$ cat src/rtl/register_writeback_pkg.sv
`default_nettype none
// ============================================================================
// Module   : register_writeback_pkg
// Brief    : Shared register-file types and constants used by the writeback
//            stage and the register file.
// Revision : 1.0 - initial release
// ============================================================================
package register_writeback_pkg;

  localparam int RegisterAddressWidth = 5;
  localparam int RegisterDataWidth    = 32;

  // Single register-file write port.
  typedef struct packed {
    logic                            enable;
    logic [RegisterAddressWidth-1:0] address;
    logic [RegisterDataWidth-1:0]    data;
  } register_file_write_t;

  // A result waiting to be written back.
  typedef struct packed {
    logic [RegisterAddressWidth-1:0] address;
    logic [RegisterDataWidth-1:0]    data;
  } writeback_result_t;

endpackage
`default_nettype wire

$ cat src/rtl/register_writeback_fifo.sv
`default_nettype none
// ============================================================================
// Module   : writeback_fifo
// Brief    : Power-of-two depth FIFO for writeback results. Pointers carry one
//            extra wrap bit so that full and empty can be told apart. Storage
//            is not reset; only the pointers are.
// Revision : 1.0 - initial release
// ============================================================================
module writeback_fifo #(
  parameter int  Depth  = 4,
  parameter type elem_t = logic [31:0]
) (
  input  logic  clk_i,
  input  logic  rst_ni,
  input  logic  push_i,
  input  elem_t data_i,
  input  logic  pop_i,
  output elem_t data_o,
  output logic  full_o,
  output logic  empty_o
);

  localparam int IdxWidth = $clog2(Depth);

  logic [IdxWidth:0] wr_ptr_q, wr_ptr_d;
  logic [IdxWidth:0] rd_ptr_q, rd_ptr_d;
  elem_t             mem_q [Depth];

  assign empty_o = (wr_ptr_q == rd_ptr_q);
  assign full_o  = (wr_ptr_q[IdxWidth] != rd_ptr_q[IdxWidth]) &&
                   (wr_ptr_q[IdxWidth-1:0] == rd_ptr_q[IdxWidth-1:0]);
  assign data_o  = mem_q[rd_ptr_q[IdxWidth-1:0]];

  // Advance pointers on push/pop; the wrap bit rolls over naturally.
  always_comb begin
    wr_ptr_d = wr_ptr_q;
    rd_ptr_d = rd_ptr_q;
    if (push_i) wr_ptr_d = wr_ptr_q + (IdxWidth + 1)'(1);
    if (pop_i)  rd_ptr_d = rd_ptr_q + (IdxWidth + 1)'(1);
  end

  // Pointer registers, cleared asynchronously.
  always_ff @(posedge clk_i or negedge rst_ni) begin
    if (!rst_ni) begin
      wr_ptr_q <= '0;
      rd_ptr_q <= '0;
    end else begin
      wr_ptr_q <= wr_ptr_d;
      rd_ptr_q <= rd_ptr_d;
    end
  end

  // Data storage, never reset.
  always_ff @(posedge clk_i) begin
    if (push_i) mem_q[wr_ptr_q[IdxWidth-1:0]] <= data_i;
  end

endmodule
`default_nettype wire

$ cat src/rtl/register_writeback.sv
`default_nettype none
// ============================================================================
// Module   : register_writeback
// Brief    : Merges execute results (single-entry skid) and load results
//            (FIFO) onto one registered register-file write port with a
//            round-robin arbiter. Writes to x0 are drained silently.
//            Optional pending-write scoreboard: WRITEBACK_SCOREBOARD_EN.
// Revision : 1.0 - initial release
// ============================================================================
module register_writeback
  import register_writeback_pkg::*;
#(
  parameter int RegisterCount  = 32,
  parameter int LoadQueueDepth = 4
) (
  input  logic                            clk_i,
  input  logic                            rst_ni,
  input  logic                            exec_valid_i,
  output logic                            exec_ready_o,
  input  logic [RegisterAddressWidth-1:0] exec_address_i,
  input  logic [RegisterDataWidth-1:0]    exec_data_i,
  input  logic                            load_valid_i,
  output logic                            load_ready_o,
  input  logic [RegisterAddressWidth-1:0] load_address_i,
  input  logic [RegisterDataWidth-1:0]    load_data_i,
  input  logic                            reserve_i,
  input  logic [RegisterAddressWidth-1:0] reserve_address_i,
  output register_file_write_t            write_o,
  output logic [RegisterCount-1:0]        pending_o
);

  logic              skid_valid_q, skid_valid_d;
  writeback_result_t skid_q;
  writeback_result_t fifo_head;
  logic              fifo_full, fifo_empty;
  logic              exec_fire, load_fire;
  logic              grant_exec, grant_load;
  logic              prefer_exec_q, prefer_exec_d;
  logic              write_enable_q, write_enable_d;
  writeback_result_t write_result_q, write_result_d;

  // A slot frees up in the same cycle its head is granted.
  assign exec_ready_o = !skid_valid_q || grant_exec;
  assign load_ready_o = !fifo_full || grant_load;
  assign exec_fire    = exec_valid_i && exec_ready_o;
  assign load_fire    = load_valid_i && load_ready_o;
  assign skid_valid_d = exec_fire || (skid_valid_q && !grant_exec);

  writeback_fifo #(
    .Depth  (LoadQueueDepth),
    .elem_t (writeback_result_t)
  ) u_load_fifo (
    .clk_i   (clk_i),
    .rst_ni  (rst_ni),
    .push_i  (load_fire),
    .data_i  ('{address: load_address_i, data: load_data_i}),
    .pop_i   (grant_load),
    .data_o  (fifo_head),
    .full_o  (fifo_full),
    .empty_o (fifo_empty)
  );

  // Round-robin arbiter: the pointer only flips on a contended grant, so a
  // lone source never steals the next turn from the other one.
  always_comb begin
    grant_exec    = 1'b0;
    grant_load    = 1'b0;
    prefer_exec_d = prefer_exec_q;
    if (skid_valid_q && !fifo_empty) begin
      grant_exec    = prefer_exec_q;
      grant_load    = !prefer_exec_q;
      prefer_exec_d = !prefer_exec_q;
    end else if (skid_valid_q) begin
      grant_exec = 1'b1;
    end else if (!fifo_empty) begin
      grant_load = 1'b1;
    end
  end

  // Granted entry goes to the output register; x0 drains without a write.
  assign write_result_d = grant_exec ? skid_q : fifo_head;
  assign write_enable_d = (grant_exec || grant_load) && (write_result_d.address != '0);

  // Control state with asynchronous reset (next grant after reset = load).
  always_ff @(posedge clk_i or negedge rst_ni) begin
    if (!rst_ni) begin
      skid_valid_q   <= 1'b0;
      prefer_exec_q  <= 1'b0;
      write_enable_q <= 1'b0;
    end else begin
      skid_valid_q   <= skid_valid_d;
      prefer_exec_q  <= prefer_exec_d;
      write_enable_q <= write_enable_d;
    end
  end

  // Datapath registers, intentionally left unreset.
  always_ff @(posedge clk_i) begin
    if (exec_fire) skid_q <= '{address: exec_address_i, data: exec_data_i};
    write_result_q <= write_result_d;
  end

  assign write_o.enable  = write_enable_q;
  assign write_o.address = write_result_q.address;
  assign write_o.data    = write_result_q.data;

`ifdef WRITEBACK_SCOREBOARD_EN
  logic [RegisterCount-1:0] pending_q, pending_d;

  // Clear on write, then set on reserve so a same-cycle reserve wins.
  always_comb begin
    pending_d = pending_q;
    for (int i = 1; i < RegisterCount; i++) begin
      if (write_enable_q && (write_result_q.address == RegisterAddressWidth'(i)))
        pending_d[i] = 1'b0;
      if (reserve_i && (reserve_address_i == RegisterAddressWidth'(i)))
        pending_d[i] = 1'b1;
    end
    pending_d[0] = 1'b0;
  end

  // Scoreboard register, cleared asynchronously.
  always_ff @(posedge clk_i or negedge rst_ni) begin
    if (!rst_ni) pending_q <= '0;
    else         pending_q <= pending_d;
  end

  assign pending_o = pending_q;

`ifndef SYNTHESIS
  a_write_was_reserved : assert property (@(posedge clk_i) disable iff (!rst_ni)
    write_enable_q |-> pending_q[write_result_q.address]);
`endif
`else
  logic unused_reserve;
  assign unused_reserve = ^{reserve_i, reserve_address_i};
  assign pending_o      = '0;
`endif

endmodule
`default_nettype wire

$ cat config.mk
export PLATFORM = sky130hd
export DESIGN_NAME = register_writeback
export DESIGN_NICKNAME = d
export VERILOG_FILES = /design/src/rtl/register_writeback_pkg.sv /design/src/rtl/register_writeback_fifo.sv /design/src/rtl/register_writeback.sv
export SDC_FILE = /design/constraint.sdc
export NUM_CORES = 1
export LEC_CHECK = 0
export CAP_MARGIN = 20
export CORE_ASPECT_RATIO = 1.75
export CORE_UTILIZATION = 40
export CTS_BUF_LIST = sky130_fd_sc_hd__clkbuf_8
export CTS_CLUSTER_SIZE = 30
export DETAILED_ROUTE_END_ITERATION = 10
export PLACE_DENSITY = 0.73
export SLEW_MARGIN = 20
export SYNTH_ARGS = -nofsm -noshare
export SYNTH_HDL_FRONTEND = slang
export SYNTH_SLANG_ARGS = --single-unit
$ cat constraint.sdc
create_clock -name clk_i -period 2.7 [get_ports clk_i]
set_clock_uncertainty 0.15 [all_clocks]
set_input_delay 0.54 -clock clk_i [delete_from_list [all_inputs] [get_ports clk_i]]
set_output_delay 0.54 -clock clk_i [all_outputs]
set_load 0.005 [all_outputs]
==> flow_metrics.env, run 1 <==
export IMPL_cp_slowest_cell="clkdlybuf4s50_1"
export IMPL_area_growth_pct=26.9
export IMPL_overflow=0
export IMPL_cts_buffer_depth=3
export IMPL_final_setup_viol_count=0
export IMPL_ys_types=31
export IMPL_yosysTopAreaCellShare_pct=66.0
export IMPL_grt_pass1_wl_um=23500
export IMPL_critPathMaxFanout=3
export IMPL_rsz0062_at_grt="no"
export IMPL_setup_worst_path_class="register to primary output"
export IMPL_holdWs_ps=193
export IMPL_nNetsFinal=639
export IMPL_grt_max_degree=40
export IMPL_ctsRootBufferMaster="clkbuf_8"
export IMPL_syn_avg_cell_area_sq_um=21.5
export IMPL_drt_pre_antenna_iters=7
export IMPL_postSynthCellCount=391
export IMPL_cts_hold_buf=0
export IMPL_final_max_slew_viol_count=0
export IMPL_cts_sinks=231
export IMPL_ir_worst_vdd_uv=455
export IMPL_hold_viol=0
export IMPL_clock_fmax_mhz=385
export IMPL_tightest_slew_ps=591
export IMPL_clk_latency_ps=510
export IMPL_place_hpwl_um=9900
export IMPL_htreeDepth=2
export IMPL_max_slew_margin_pct=60.6
export IMPL_initial_core_util_pct=41.2
export IMPL_drv_cap=0
export IMPL_cts_tree="built"
export IMPL_drive_gt1_share_pct=27.3
export IMPL_violations="DRC"
export IMPL_power_leakage_nw=3.76
export IMPL_layout_min_cycle_time_ps=2600
export IMPL_via_per_inst=4.80
export IMPL_routedWlPerCell_um=18.5
export IMPL_place_gp_congestion=0.700
export IMPL_ys_seq_area_share_pct=77.4
export IMPL_ys_ff_latch=231
export IMPL_crit_arrival_ps=1910
export IMPL_num_rows=69
export IMPL_first_global_vias=4437
export IMPL_nFillCells=1609
export IMPL_path_cells="xnor2_2 -> nand3_2 -> nand3b_1 -> clkdlybuf4s50_1"
export IMPL_wirelength_um=15200
export IMPL_cts_clk_slew_worst_paths_ps=60
export IMPL_synth_warning_count=0
export IMPL_drt_initial_drc_count=150
export IMPL_core_area_sq_um=20500
export IMPL_synthTopCellsByArea="edfxtp_1 (66%), mux4_2 (9.6%), dfxtp_1 (8.8%)"
export IMPL_start_kind="register"
export IMPL_min_period_over_period_pct=96.2
export IMPL_vias=3964
export IMPL_grt_antenna_before_repair=2
export IMPL_die_x_um=112
export IMPL_required_ps=2010
export IMPL_final_util_pct=52.2
export IMPL_synth_cell_area_sq_um=8420
export IMPL_die_area_sq_um=21700
export IMPL_powerDensity_nw_per_um2=1120
export IMPL_cp_end_kind="primary output"
export IMPL_outcome="finished, violations left"
export IMPL_antenna_left=0
export IMPL_ioPinCount=156
export IMPL_yosysTopAreaCell="edfxtp_1"
export IMPL_max_stage_delay_ps=510
export IMPL_die_y_um=194
export IMPL_setup_tns_ps=0
export IMPL_final_cell_mix="edfxtp_1 (185), clkdlybuf4s50_1 (117), clkbuf_8 (40)"
export IMPL_hp_class="input pin to asynchronous set/reset pin"
export IMPL_route_detailed_drc=12
export IMPL_layout_commonest_cell="edfxtp_1"
export IMPL_cts_buffers_inserted=34
export IMPL_portBuffers=117
export IMPL_grt_use_total_pct=14.6
## metal layers
| layer | GRT usage (%) | part of all wire (%) |
|---|---|---|
| met1 | 14.5 | 35 |
| met2 | 27.8 | 57 |
| met3 | 2.47 | 4.5 |
| met4 | 8.86 | 3.3 |
| met5 | 0 | 0 |
## metrics by stage
stage,total power [mW],std cells,area (sq um),worst slack [ps]
floorplan,7.53,422,8540,155
global placement,8.93,758,9910,378
detailed placement,9.10,758,9910,387
CTS,12.1,823,10700,60.3
global route,12.5,825,10700,18.1
finish,12.0,825,10700,103
## state kept, by name (all words and copies together) (netlist names)
name and count:
skid_valid_q 1, u_load_fifo.rd_ptr_q 3, u_load_fifo.wr_ptr_q 3, write_o 37, prefer_exec_q 1, u_load_fifo.mem_q 148, write_enable_q 1, skid_q 37
## Yosys cell counts (all sizes together)
cell type / number
edfxtp: 185
buf: 42
mux2: 38
dfxtp: 37
mux4: 37
dfrtp: 9
and2: 6
xnor2: 6
ha: 5
clkbuf: 3
inv: 3
nand2: 3
xor2: 3
a41oi: 2
nor2: 2
a31oi: 1
conb: 1
mux2i: 1
nand2b: 1
nand3: 1
nand3b: 1
nand4: 1
o21ai: 1
o41a: 1
or2: 1
## final cells by class
cell class                 count  area (sq um)  area share [%]
clock buffer                  40           551            5.15
sequential                   231          6530            61.1
inverter                       3          11.3           0.105
tap                          248           310            2.90
antenna                        2          5.00          0.0468
multi-input combinational    143          1740            16.2
clock inverter                21           163            1.52
timing repair buffer         137          1380            12.9
## cell families after synthesis
kind of cell | synth area share, %
multiplexers | 15.2
other | 0.0445
AND/OR/NAND/NOR | 1.04
AO/OA/AOI/OAI | 0.475
XOR/XNOR | 1.11
adder cells (fa/ha/maj) | 0.743
flip-flops | 77.4
buffers and inverters | 3.92
## where the power goes
| group | internal (mW) | leakage [nW] | switching (mW) |
|---|---|---|---|
| registers | 4.92 | 2.12 | 0.298 |
| logic | 2.18 | 1.23 | 1.70 |
| clock network | 1.64 | 0.405 | 1.21 |
| total | 8.74 | 3.76 | 3.21 |
## repair_timing
item	4_1_cts	5_1_grt
gates resized for setup	3	3
pin swaps	3	2
setup buffers	4	0
endpoints found under the hold margin	0	0
endpoints found under the setup margin	1	1
## final timing paths
check	startpoint	endpoint	slack (ps)	cells past startpoint
min in group clk_i	skid_q[8]	write_o[8]	320	1
max in group asynchronous	rst_ni	u_load_fifo.rd_ptr_q[1]	1880	1
worst max-delay path	u_load_fifo.wr_ptr_q[2]	exec_ready_o	100	4
worst min-delay path	rst_ni	write_enable_q	190	1
worst min register to register	skid_q[8]	write_o[8]	320	1
worst max register to register	u_load_fifo.rd_ptr_q[0]	write_enable_q	400	6
## worst max-delay path: cells and delay by family, from the launching register on
family	cells	cell delay, ps
buffers and inverters	1	510
XOR/XNOR	1	210
AND/OR/NAND/NOR	2	250
flip-flops	1	450
Note: power is estimated with default switching activity, not from simulation.
==> run 2: changes to the inputs <==
--- a/config.mk
+++ b/config.mk
@@ -11,8 +11,8 @@
 export CTS_BUF_LIST = sky130_fd_sc_hd__clkbuf_8
 export CTS_CLUSTER_SIZE = 30
 export DETAILED_ROUTE_END_ITERATION = 10
-export PLACE_DENSITY = 0.73
-export SLEW_MARGIN = 20
+export PLACE_DENSITY = 0.77
+export SLEW_MARGIN = 40
 export SYNTH_ARGS = -nofsm -noshare
 export SYNTH_HDL_FRONTEND = slang
 export SYNTH_SLANG_ARGS = --single-unit
==> constraint.sdc (replaced) <==
create_clock -name clk_i -period 2.7 [get_ports clk_i]
set_clock_uncertainty 0.15 [all_clocks]
set_input_delay 0.27 -clock clk_i [delete_from_list [all_inputs] [get_ports clk_i]]
set_output_delay 0.27 -clock clk_i [all_outputs]
set_load 0.005 [all_outputs]
==> run 2 against run 1 <==
- the flow still finishes with violations (DRC)
- utilization fell by 0.49 points
- clock power decreased by 4%
- worst hold slack got worse by 82 ps
- sequential cell count did not move
- first-iteration DRC count up 28%
- die area stayed put
- highest routed layer unchanged
==> flow_metrics.env, run 2 (synthesized netlist as in run 1, its figures left out) <==
export IMPL_outcome="finished, violations left"
export IMPL_violations="DRC"
export IMPL_routedWlPerCell_um=18.8
export IMPL_intPower_mw=8.51
export IMPL_portBuffers=117
export IMPL_nFillCells=1597
export IMPL_cts_clk_slew_worst_paths_ps=70
export IMPL_place_hpwl_um=9940
export IMPL_layout_commonest_cell="edfxtp_1"
export IMPL_holdWs_ps=111
export IMPL_drt_initial_drc_count=192
export IMPL_die_x_um=112
export IMPL_p_comb_share_pct=31.8
export IMPL_drive_gt1_share_pct=26.4
export IMPL_pwr_share_seq_pct=44.9
export IMPL_cts_buffer_depth=3
export IMPL_grt_antenna_before_repair=1
export IMPL_start_kind="register"
export IMPL_setup_worst_path_class="register to primary output"
export IMPL_cts_sinks=231
export IMPL_ioPinCount=156
export IMPL_final_setup_viol_count=0
export IMPL_area_growth_pct=25.7
export IMPL_nNetsFinal=635
export IMPL_rsz0062_at_grt="no"
export IMPL_initial_core_util_pct=41.2
export IMPL_drt_pre_antenna_iters=9
export IMPL_cts_buffers_inserted=31
export IMPL_die_area_sq_um=21700
export IMPL_p_sw_share_pct=27.3
export IMPL_final_max_slew_viol_count=0
export IMPL_first_global_vias=4397
export IMPL_die_y_um=194
export IMPL_overflow=0
export IMPL_cts_tree="built"
export IMPL_antenna_left=0
export IMPL_crit_arrival_ps=2180
export IMPL_r2r_start="u_load_fifo.wr_ptr_q[2]"
export IMPL_core_area_sq_um=20500
export IMPL_p_sw_mw=3.20
export IMPL_layout_min_cycle_time_ps=2600
export IMPL_seqCellArea_sq_um=6530
export IMPL_startpoint="u_load_fifo.rd_ptr_q[0]"
export IMPL_required_ps=2280
export IMPL_largest_reg_flops=148
export IMPL_wirelength_um=15400
export IMPL_place_gp_congestion=0.725
export IMPL_critPathMaxFanout=8
export IMPL_vias=3956
export IMPL_grt_max_degree=36
export IMPL_clkPwrFrac_pct=23.3
export IMPL_via_per_inst=4.82
export IMPL_grt_use_total_pct=14.5
export IMPL_grt_pass1_wl_um=23500
export IMPL_num_rows=69
export IMPL_hold_viol=0
export IMPL_clock_fmax_mhz=385
export IMPL_power_leakage_nw=3.70
export IMPL_route_detailed_drc=14
export IMPL_clk_latency_ps=560
export IMPL_powerDensity_nw_per_um2=1110
export IMPL_htreeDepth=1
export IMPL_hp_class="input pin to register"
export IMPL_cp_end_kind="primary output"
export IMPL_final_cell_mix="edfxtp_1 (185), clkdlybuf4s50_1 (117), dfxtp_1 (37)"
export IMPL_drv_cap=0
export IMPL_multiInputGateArea_sq_um=1740
export IMPL_ir_worst_vdd_uv=563
export IMPL_min_period_over_period_pct=96.1
export IMPL_holdCritStartpoint="exec_data_i[22]"
export IMPL_ctsRootBufferMaster="clkbuf_8"
export IMPL_setup_tns_ps=0
## run 2: changes by cell type in the layout (fill, tap and decap cells not counted), moves of 2 or more
cell,before,now
buf_12,5,1
buf_4,15,17
clkbuf_8,40,35
clkinv_2,4,6
clkinvlp_4,0,3
dfrtp_1,4,7
dfrtp_2,5,1
inv_1,13,9
## run 2: power groups by stage
| stage | registers [mW] | clock network, mW | logic (mW) |
|---|---|---|---|
| 6_report | 5.26 | 2.73 | 3.72 |
| 2_1_floorplan | 5.26 | 0 | 2.27 |
| 3_3_place_gp | 5.29 | 0 | 3.58 |
| 4_1_cts | 5.28 | 2.81 | 3.72 |
| 3_5_place_dp | 5.35 | 0 | 3.68 |
| 5_1_grt | 5.34 | 2.95 | 4.00 |
## run 2: final cells by class
| cell class | count | share of cell area [%] |
|---|---|---|
| flip-flops and latches | 231 | 61.6 |
| multi-input cells | 143 | 16.5 |
| repair buffers | 136 | 12.6 |
| clock buffers | 35 | 4.55 |
| well taps | 248 | 2.93 |
| clock inverters | 23 | 1.74 |
| inverters | 3 | 0.106 |
| diodes | 1 | 0.0236 |
## run 2: per-stage QoR
| step | std cells | cell area [sq um] | worst slack, ps | utilization [%] | total power, mW |
|---|---|---|---|---|---|
| 2_1_floorplan | 422 | 8540 | 155 | - | 7.53 |
| 3_3_place_gp | 758 | 9860 | 323 | 48.2 | 8.87 |
| 6_report | 820 | 10600 | 104 | 51.7 | 11.7 |
| 3_5_place_dp | 758 | 9860 | 289 | 48.2 | 9.02 |
| 4_1_cts | 817 | 10500 | 7.57 | 51.6 | 11.8 |
| 5_1_grt | 820 | 10600 | 3.67 | 51.7 | 12.3 |
## run 2: critical path: stages (launching register included)
cell and delay, ps:
dfrtp_2 510, xnor2_4 250, nand3_1 170, nand3b_1 160, clkdlybuf4s50_1 510
## run 2: per-layer routing
layer / track usage (%) / share of wire (%) / wire, um
met5: 0 / 0 / 0
met4: 7.66 / 3.8 / 585
met3: 2.63 / 4.4 / 680
met2: 27.4 / 56 / 8690
met1: 14.8 / 35 / 5430
## run 2: path summary, 6_finish.rpt
kind	endpoint	slack, ps	depth (start not counted)
worst max-delay path	exec_ready_o	100	4
worst min-delay path	skid_q[22]	110	1
worst max register to register	write_enable_q	330	6
worst min register to register	write_o[2]	330	1
max in group asynchronous	u_load_fifo.rd_ptr_q[1]	1680	2
min in group asynchronous	skid_valid_q	400	2
## run 2: timing repair
action	CTS	global route
pin swaps	0	1
buffers inserted	0	2
endpoints found under the hold margin	9	0
setup endpoints to repair	1	1
hold buffers	1	0
gates resized for setup	1	3
==> run 3: changes to the inputs <==
--- a/config.mk
+++ b/config.mk
@@ -7,11 +7,11 @@
 export LEC_CHECK = 0
 export CAP_MARGIN = 20
 export CORE_ASPECT_RATIO = 1.75
-export CORE_UTILIZATION = 40
+export CORE_UTILIZATION = 49
 export CTS_BUF_LIST = sky130_fd_sc_hd__clkbuf_8
 export CTS_CLUSTER_SIZE = 30
 export DETAILED_ROUTE_END_ITERATION = 10
-export PLACE_DENSITY = 0.77
+export PLACE_DENSITY = 0.9
 export SLEW_MARGIN = 40
 export SYNTH_ARGS = -nofsm -noshare
 export SYNTH_HDL_FRONTEND = slang
==> run 3 against run 2 <==
- the flow now finishes without violations
- combinational power is 2% higher
- register-to-register slack worse by 40 ps
- largest cell class unchanged
- worst setup slack worse by 6.1 ps
==> flow_metrics.env, run 3 (synthesized netlist as in run 1, its figures left out) <==
export IMPL_via_per_inst=5.03
export IMPL_grt_use_total_pct=18.2
export IMPL_r2r_slack_ps=290
export IMPL_hp_class="input pin to register"
export IMPL_rr_worst_depth=4
export IMPL_first_global_vias=4356
export IMPL_layout_min_cycle_time_ps=2600
export IMPL_nFillCells=1164
export IMPL_final_setup_viol_count=0
export IMPL_holdCritStartpoint="exec_data_i[2]"
export IMPL_r2r_start="u_load_fifo.wr_ptr_q[2]"
export IMPL_critPathMaxFanout=3
export IMPL_cts_buffer_depth=3
export IMPL_cts_sinks=231
export IMPL_power_leakage_nw=3.69
export IMPL_hold_viol=0
export IMPL_initial_core_util_pct=49.9
export IMPL_largest_reg_flops=148
export IMPL_antennaDiodeCount=0
export IMPL_start_kind="register"
export IMPL_ioPinCount=156
export IMPL_max_slew_margin_pct=57.6
export IMPL_routedWlPerCell_um=19.6
export IMPL_portBuffers=117
export IMPL_final_cell_mix="edfxtp_1 (185), clkdlybuf4s50_1 (117), dfxtp_1 (37)"
export IMPL_holdWs_ps=127
export IMPL_ir_worst_vdd_uv=537
export IMPL_setup_worst_path_class="register to primary output"
export IMPL_vias=3995
export IMPL_required_ps=2280
export IMPL_die_x_um=101
export IMPL_setup_tns_ps=0
export IMPL_antenna_left=0
export IMPL_multiInputGateArea_sq_um=1750
export IMPL_final_max_slew_viol_count=0
export IMPL_htreeDepth=1
export IMPL_die_y_um=175
export IMPL_crit_arrival_ps=2180
export IMPL_cp_end_kind="primary output"
export IMPL_num_rows=63
export IMPL_drive_gt1_share_pct=24.7
export IMPL_min_period_over_period_pct=96.4
export IMPL_ctsRootBufferMaster="clkbuf_8"
export IMPL_grt_max_degree=28
export IMPL_drt_initial_drc_count=175
export IMPL_cts_clk_slew_worst_paths_ps=70
export IMPL_route_detailed_drc=0
export IMPL_drt_pre_antenna_iters=4
export IMPL_place_gp_congestion=0.700
export IMPL_grt_pass1_wl_um=23600
export IMPL_drv_cap=0
export IMPL_powerDensity_nw_per_um2=1090
export IMPL_overflow=0
export IMPL_area_growth_pct=24.2
export IMPL_grt_antenna_before_repair=0
export IMPL_seqCellArea_sq_um=6520
export IMPL_r2r_end="u_load_fifo.mem_q[3][6]"
export IMPL_cts_tree="built"
export IMPL_hold_end="skid_q[2]"
export IMPL_layout_commonest_cell="edfxtp_1"
export IMPL_wirelength_um=15600
export IMPL_clk_latency_ps=540
export IMPL_nNetsFinal=634
export IMPL_die_area_sq_um=17700
export IMPL_cts_buffers_inserted=31
export IMPL_hold_depth=1
export IMPL_place_hpwl_um=10500
export IMPL_outcome="finished, final reports clean"
export IMPL_clock_fmax_mhz=384
export IMPL_tightest_slew_ps=628
export IMPL_core_area_sq_um=16900
==> run 3: per-stage QoR <==
stage,total power [mW],cell area (sq um),std cells,utilization (%),worst slack [ps]
CTS,11.5,10400,794,61.8,42.8
floorplan,7.53,8540,422,-,155
global placement,8.84,9850,738,58.4,446
finish,11.4,10500,794,62.0,98.0
global route,12.0,10500,794,62.0,-23.9
detailed placement,9.07,9850,738,58.4,359
==> run 3: worst max path at each step <==
stage,endpoint,start,slack [ps]
floorplan,u_load_fifo.mem_q[3][0],u_load_fifo.rd_ptr_q[0],150
finish,exec_ready_o,u_load_fifo.wr_ptr_q[2],100
detailed placement,u_load_fifo.mem_q[3][12],load_valid_i,360
global placement,u_load_fifo.mem_q[2][18],load_valid_i,450
CTS,exec_ready_o,u_load_fifo.wr_ptr_q[0],40
global route,exec_ready_o,u_load_fifo.wr_ptr_q[2],-20
==> run 3: repair_timing <==
action	in CTS	in global routing
hold buffers	1	0
setup endpoints to repair	1	1
gates resized for setup	1	3
buffers inserted	0	0
endpoints found under the hold margin	9	0
==> run 3: cell type report <==
class | instances | area share, %
clock buffer | 32 | 4.21
clock inverter | 23 | 1.12
inverter | 3 | 0.108
multi-input combinational | 143 | 16.8
sequential | 231 | 62.3
tap | 227 | 2.71
timing repair buffer | 135 | 12.7
==> run 3: report_power, final <==
part,leakage (nW),internal (mW),switching (mW),total [mW]
clock,0.344,1.19,1.16,2.35
combinational,1.22,2.12,1.67,3.79
sequential,2.12,4.92,0.344,5.26
total,3.69,8.22,3.18,11.4
==> run 3: layer usage <==
layer	wire [um]	share of wire [%]	global-route usage, %
met1	5350	34	19.3
met2	8980	58	34.6
met3	743	4.8	2.94
met4	500	3.2	7.73
met5	0	0	0
==> run 3: worst max-delay path: stages, from the launching register on <==
cell,delay [ps]
dfrtp_1,490
xnor2_4,290
nand3_1,160
nand3b_1,170
clkdlybuf4s50_1,520
